## src/rtl/uart_pkg.sv

```systemverilog
// rtl/uart_pkg.sv - shared UART state encoding and tick constants
//   ST_*      : receiver/transmitter FSM states
//   MID_TICK  : tick index at the middle of the start bit
//   LAST_TICK : tick index at the middle of a data/parity bit
package uart_pkg;

  typedef enum logic [2:0] {
    ST_IDLE   = 3'd0,
    ST_START  = 3'd1,
    ST_DATA   = 3'd2,
    ST_PARITY = 3'd3,
    ST_STOP   = 3'd4
  } state_t;

  localparam logic [4:0] MID_TICK  = 5'd7;
  localparam logic [4:0] LAST_TICK = 5'd15;

endpackage

```

## src/rtl/uart_rx_if.sv

```systemverilog
// rtl/uart_rx_if.sv - receiver output bundle towards the downstream FIFO stage
//   o_rx_done    : one-cycle frame-complete strobe
//   o_data       : last received word
//   o_frame_err  : stop bit sampled low, pulsed with o_rx_done
//   o_parity_err : even-parity error (only with UART_RX_PARITY_EN)
//   master modport: driven by uart_rx; slave modport: consumer side
interface uart_rx_if #(
  parameter int DATA_BITS = 8
);
  logic                 o_rx_done;
  logic [DATA_BITS-1:0] o_data;
  logic                 o_frame_err;
`ifdef UART_RX_PARITY_EN
  logic                 o_parity_err;

  modport master (output o_rx_done, output o_data, output o_frame_err, output o_parity_err);
  modport slave  (input  o_rx_done, input  o_data, input  o_frame_err, input  o_parity_err);
`else
  modport master (output o_rx_done, output o_data, output o_frame_err);
  modport slave  (input  o_rx_done, input  o_data, input  o_frame_err);
`endif
endinterface

```

## src/rtl/uart_rx_sync.sv

```systemverilog
// rtl/uart_rx_sync.sv - multi-flop synchroniser for the asynchronous rx line
//   i_clk, i_reset (async active-low), i_d (async in), o_q (synchronised out)
//   Resets to 1 so an idle-high line never looks like a start edge.
module uart_rx_sync #(
  parameter int SYNC_STAGES = 2
) (
  input  logic i_clk,
  input  logic i_reset,
  input  logic i_d,
  output logic o_q
);

  logic [SYNC_STAGES-1:0] r_sync;

  always_ff @(posedge i_clk or negedge i_reset) begin
    if (!i_reset) begin
      r_sync <= '1;
    end else begin
      r_sync <= {r_sync[SYNC_STAGES-2:0], i_d};
    end
  end

  assign o_q = r_sync[SYNC_STAGES-1];

endmodule

```

## src/rtl/uart_rx.sv

```systemverilog
// rtl/uart_rx.sv - 16x oversampling UART receiver, LSB first
//   i_clk, i_reset (async active-low), i_s_tick (oversampling tick), i_rx (serial line)
//   rx_if (master): o_rx_done, o_data, o_frame_err [, o_parity_err]
//   Optional even parity enabled by macro UART_RX_PARITY_EN.
module uart_rx
  import uart_pkg::*;
#(
  parameter int DATA_BITS   = 8,
  parameter int SB_TICK     = 16,
  parameter int SYNC_STAGES = 2
) (
  input  logic      i_clk,
  input  logic      i_reset,
  input  logic      i_s_tick,
  input  logic      i_rx,
  uart_rx_if.master rx_if
);

  localparam int NW = $clog2(DATA_BITS);

  logic                 w_rx_s;
  logic                 r_rx_q;
  state_t               r_state,  w_state_n;
  logic [4:0]           r_s_cnt,  w_s_cnt_n;
  logic [NW-1:0]        r_n_cnt,  w_n_cnt_n;
  logic [DATA_BITS-1:0] r_b_reg,  w_b_reg_n;
  logic [DATA_BITS-1:0] r_data,   w_data_n;
  logic                 r_done,   w_done_n;
  logic                 r_ferr,   w_ferr_n;
`ifdef UART_RX_PARITY_EN
  logic                 r_par,    w_par_n;
  logic                 r_perr,   w_perr_n;
`endif

  uart_rx_sync #(.SYNC_STAGES(SYNC_STAGES)) u_sync (
    .i_clk   (i_clk),
    .i_reset (i_reset),
    .i_d     (i_rx),
    .o_q     (w_rx_s)
  );

  always_ff @(posedge i_clk or negedge i_reset) begin
    if (!i_reset) begin
      r_rx_q  <= 1'b1;
      r_state <= ST_IDLE;
      r_s_cnt <= '0;
      r_n_cnt <= '0;
      r_b_reg <= '0;
      r_data  <= '0;
      r_done  <= 1'b0;
      r_ferr  <= 1'b0;
`ifdef UART_RX_PARITY_EN
      r_par   <= 1'b0;
      r_perr  <= 1'b0;
`endif
    end else begin
      r_rx_q  <= w_rx_s;
      r_state <= w_state_n;
      r_s_cnt <= w_s_cnt_n;
      r_n_cnt <= w_n_cnt_n;
      r_b_reg <= w_b_reg_n;
      r_data  <= w_data_n;
      r_done  <= w_done_n;
      r_ferr  <= w_ferr_n;
`ifdef UART_RX_PARITY_EN
      r_par   <= w_par_n;
      r_perr  <= w_perr_n;
`endif
    end
  end

  always_comb begin
    w_state_n = r_state;
    w_s_cnt_n = r_s_cnt;
    w_n_cnt_n = r_n_cnt;
    w_b_reg_n = r_b_reg;
    w_data_n  = r_data;
    w_done_n  = 1'b0;
    w_ferr_n  = 1'b0;
`ifdef UART_RX_PARITY_EN
    w_par_n   = r_par;
    w_perr_n  = 1'b0;
`endif
    case (r_state)
      ST_IDLE: begin
        // Edge-triggered so a held-low (break) line never starts a frame.
        if (r_rx_q && !w_rx_s) begin
          w_state_n = ST_START;
          w_s_cnt_n = '0;
        end
      end
      ST_START: begin
        if (i_s_tick) begin
          if (r_s_cnt == MID_TICK) begin
            // Line back high at mid start bit: treat as a glitch.
            w_state_n = w_rx_s ? ST_IDLE : ST_DATA;
            w_s_cnt_n = '0;
            w_n_cnt_n = '0;
          end else begin
            w_s_cnt_n = r_s_cnt + 5'd1;
          end
        end
      end
      ST_DATA: begin
        if (i_s_tick) begin
          if (r_s_cnt == LAST_TICK) begin
            w_b_reg_n = {w_rx_s, r_b_reg[DATA_BITS-1:1]};
            w_s_cnt_n = '0;
            if (r_n_cnt == NW'(DATA_BITS - 1)) begin
`ifdef UART_RX_PARITY_EN
              w_state_n = ST_PARITY;
`else
              w_state_n = ST_STOP;
`endif
            end else begin
              w_n_cnt_n = r_n_cnt + 1'b1;
            end
          end else begin
            w_s_cnt_n = r_s_cnt + 5'd1;
          end
        end
      end
`ifdef UART_RX_PARITY_EN
      ST_PARITY: begin
        if (i_s_tick) begin
          if (r_s_cnt == LAST_TICK) begin
            w_par_n   = w_rx_s;
            w_s_cnt_n = '0;
            w_state_n = ST_STOP;
          end else begin
            w_s_cnt_n = r_s_cnt + 5'd1;
          end
        end
      end
`endif
      ST_STOP: begin
        if (i_s_tick) begin
          if (r_s_cnt == 5'(SB_TICK - 1)) begin
            // Word is delivered even when the stop bit is bad.
            w_state_n = ST_IDLE;
            w_s_cnt_n = '0;
            w_done_n  = 1'b1;
            w_data_n  = r_b_reg;
            w_ferr_n  = ~w_rx_s;
`ifdef UART_RX_PARITY_EN
            w_perr_n  = ^{r_b_reg, r_par};
`endif
          end else begin
            w_s_cnt_n = r_s_cnt + 5'd1;
          end
        end
      end
      default: w_state_n = ST_IDLE;
    endcase
  end

  assign rx_if.o_rx_done    = r_done;
  assign rx_if.o_data       = r_data;
  assign rx_if.o_frame_err  = r_ferr;
`ifdef UART_RX_PARITY_EN
  assign rx_if.o_parity_err = r_perr;
`endif

endmodule

```

## src/flat_wrapper.sv

```systemverilog
// flat-port wrapper written by rule: the top's interface ports become plain ports
module uart_rx_flat import uart_pkg::*;
#(
  parameter int DATA_BITS   = 8,
  parameter int SB_TICK     = 16,
  parameter int SYNC_STAGES = 2
)
  (i_clk, i_reset, i_s_tick, i_rx, rx_if_o_rx_done, rx_if_o_data, rx_if_o_frame_err);
  uart_rx_if #(.DATA_BITS(DATA_BITS)) rx_if_i ();
  input  logic i_clk;
  input  logic i_reset;
  input  logic i_s_tick;
  input  logic i_rx;
  output wire logic [$bits(rx_if_i.o_rx_done)-1:0] rx_if_o_rx_done;
  output wire logic [$bits(rx_if_i.o_data)-1:0] rx_if_o_data;
  output wire logic [$bits(rx_if_i.o_frame_err)-1:0] rx_if_o_frame_err;
  assign rx_if_o_rx_done = rx_if_i.o_rx_done;
  assign rx_if_o_data = rx_if_i.o_data;
  assign rx_if_o_frame_err = rx_if_i.o_frame_err;
  uart_rx #(.DATA_BITS(DATA_BITS), .SB_TICK(SB_TICK), .SYNC_STAGES(SYNC_STAGES)) u_core (.i_clk(i_clk), .i_reset(i_reset), .i_s_tick(i_s_tick), .i_rx(i_rx), .rx_if(rx_if_i));
endmodule
```

## config.mk

```make
export PLATFORM = sky130hd
export DESIGN_NAME = uart_rx_flat
export DESIGN_NICKNAME = d
export VERILOG_FILES = /design/src/rtl/uart_pkg.sv /design/src/rtl/uart_rx_if.sv /design/src/rtl/uart_rx_sync.sv /design/src/rtl/uart_rx.sv /design/src/flat_wrapper.sv
export SDC_FILE = /design/constraint.sdc
export NUM_CORES = 1
export LEC_CHECK = 0
export BUFFER_PORTS_ARGS = -buffer_cell sky130_fd_sc_hd__buf_2
export CORE_MARGIN = 2
export CORE_UTILIZATION = 48
export DETAILED_ROUTE_END_ITERATION = 8
export GPL_TIMING_DRIVEN = 1
export PLACE_DENSITY = 0.67
export SETUP_SLACK_MARGIN = 0.2
export SLEW_MARGIN = 20
export SYNTH_ARGS = -nofsm -noshare
export SYNTH_HDL_FRONTEND = slang
export SYNTH_SLANG_ARGS = --single-unit
export TNS_END_PERCENT = 30
```

## constraint.sdc

```tcl
create_clock -name i_clk -period 2.4 [get_ports i_clk]
set_input_delay 0.12 -clock i_clk [delete_from_list [all_inputs] [get_ports i_clk]]
set_output_delay 0.12 -clock i_clk [all_outputs]
set_load 0.01 [all_outputs]
```

==> summary.txt <==
Status
  – Outcome: complete, no violations

Detailed routing
  – Number of remaining DRC errors: 0
  – Vias: 931
  – DRT Pass-1 Iters: 6
  – Wirelength, routed: 2483 um
  – Avg WL per Cell: 14.03 um
  – Vias per cell: 5.260
  – Antenna-violating nets left: 0
  – Initial DRC count: 30

Clock tree
  – Clock buffer depth: 2
  – Reg clk slew, reported paths: 0.10 ns
  – Worst skew pair latency: 0.34 ns
  – Post CTS Setup Buffer Count: 0
  – Root Driver: clkbuf_4
  – Total CTS buffers: 5
  – TritonCTS clock tree: built
  – H-tree levels: 2
  – Post-CTS Hold Buffers: 2
  – CTS Sinks: 32
  – Post-cts repair resize count: 0

Job
  – Max Cap Viol: 0

Critical path
  – WS Path Type: register to register
  – CP Capture Type: register
  – Highest net fanout along the worst path: 12
  – CP arrival: 2.20 ns
  – Critical path launch point type: register
  – Worst EP required: 2.63 ns

STA
  – Max_slew headroom: 54.38%
  – Minimum clock period: 1.971 ns
  – Setup-failing EPs final: 0
  – Worst slew pin tran: 0.6843 ns
  – RSZ-0062 raised after global routing: false
  – FMAX: 507.4 MHz
  – Max Slew Vio Count: 0
  – Skew final: 0.006830 ns
  – Post-route clock period utilization: 82.11%
  – Total Neg Setup Slack: 0 ns
  – Fin. Hold Viols: 0

Logic synthesis
  – Top cell type's share of synthesized area: 47.78%
  – Synth Area per Inst: 13.21 um^2
  – Post-synthesis cell count: 115
  – Simple-gate share of the synthesized area: 12.03%
  – Syn_nets: 124
  – Post-synth top cells: dfrtp_1 (29), mux2_2 (18), nor2_1 (8)
  – Synth Area in XOR/XNOR: 1.153%
  – Seq cells post-synth: 32
  – Ys Warns: 0
  – Ys flop type: dfrtp_1
  – Post-Synth Adder-Cell Area: 4.119%
  – Register area share after synthesis: 52.97%
  – Netlist cell types: 38
  – Post-synth EDFFs: 0
  – Synth area leader: dfrtp_1
  – Compound-Gate Fraction of Synth Area: 9.555%
  – Async SR Flop Fraction: 100.0%
  – Mux cell area share after synthesis: 16.89%
  – Top-count cell post-synth: dfrtp_1
  – Largest cells by area after synthesis: dfrtp_1 (48%), mux2_2 (13%), dfstp_2 (5.2%), ha_1 (4.1%), mux2_1 (2.2%)
  – Synthesized area: 1519 um^2
  – Combinational family with the most area after synthesis: multiplexers

Power
  – Worst vdd ir: 371.1 uV
  – PwrDens: 783.3 nW/um^2
  – Leakage dissipation: 0.8525 nW

GRT
  – Largest net degree at the start of global routing: 33
  – Grt total ovfl: 0
  – Gr usage total: 16.64%
  – Initial antenna violation count: 0
  – Vias in the first global route: 909
  – First-pass GRT wire length: 4174 um

Die
  – Initial Util: 50.17%
  – Rows: 20
  – Core box area: 3028 um^2
  – Die W: 60.26 um
  – Die area: 3631 um^2
  – Io pins: 14
  – Die height: 60.26 um

Finish
  – Finished layout cell area: 1680 um^2
  – Filler Cells Inserted: 277
  – Share of cells above drive strength 1: 38.35%
  – # diodes: 0
  – P&R area growth vs syn: 10.63%
  – Nets: 141

Placement
  – Post-DP Area: 1604 um^2
  – GP Congestion: 0.7868
  – Port bufs: 13
  – Post-DP HPWL: 1781 um

Worst hold path
  – Worst min path class: input pin to register
-- layer usage --
metal / up-vias / track usage (%) / part of all wire, %
met1: 465 / 19.92 / 45
met2: 12 / 25.62 / 49
met4: 0 / 10.48 / 2.8
met5: - / 0 / 0
met3: 6 / 5.411 / 3.5
li1: 448 / - / -
-- per-stage QoR --
step	setup slack [ns]	power (mW)	cells	util [%]	hold WS [ns]
after global routing	0.2906	1.415	177	55.50	0.2870
final	0.4293	1.316	177	55.50	0.2449
after CTS	0.4166	1.339	177	55.50	0.2338
after detailed placement	0.4321	1.023	167	52.98	0.2146
after global placement	0.4657	1.009	167	52.98	0.2048
after floorplan	0.5591	0.9729	115	-	-0.1756
-- power by group --
group	total, mW	internal, mW	switching [mW]	leakage [nW]
combinational	0.362	0.192	0.171	0.391
sequential	0.649	0.577	0.0722	0.427
clock	0.305	0.112	0.193	0.0349
-- critical path, cell delays in order, from the launching register on --
cell	delay, ns
dfrtp_1	0.62
or3b_1	0.48
o32ai_2	0.22
a221o_2	0.23
mux2_1	0.32
-- layout by cell type (no fill, tap or decap), drive strengths merged, types with 2 or more instances in the layout --
cell type    instances
inv                  4
mux2i                2
ha                   5
dlygate4sd3          2
dfrtp               29
clkinv               3
nor2b                2
nand2                3
a22o                 3
xnor2                2
a21oi                2
nor3                 4
nor3b                2
nor2                 8
dfstp                3
mux2                21
nand3                4
buf                 13
clkbuf               5
or3b                 2
-- logic make-up (layout without fill, tap and decap cells) --
group / after synthesis / after routing
xor gates and xnor gates: 2 / 2
and+or+nand+nor: 30 / 30
AOI/OAI and AO/OA: 14 / 14
muxes: 23 / 23
adders and majority gates: 5 / 5
buffers and inverters: 9 / 27
DFF: 32 / 32
-- layout make-up --
cell class	count	area, um^2	share of cell area, %
sequential	32	804.5	47.88
multi-input combinational	74	664.4	39.54
timing repair buffer	15	85.08	5.063
tap	44	55.05	3.276
clock buffer	5	37.54	2.234
clock inverter	3	18.77	1.117
inverter	4	15.01	0.8935
-- worst paths after layout --
check	start	slack [ns]	endpoint	cells after the start
setup / recovery	u_core.r_state[0]	0.43	u_core.r_state[1]	4
hold / removal	i_s_tick	0.24	u_core.r_n_cnt[2]	3
hold reg to reg	u_core.u_sync.r_sync[0]	0.36	u_core.u_sync.r_sync[1]	0
setup reg to reg	u_core.r_state[0]	0.43	u_core.r_state[1]	4
max in group asynchronous	i_reset	1.61	u_core.r_b_reg[2]	2
min in group asynchronous	i_reset	0.35	u_core.r_state[0]	2
Power figures use the tool's default switching activity.
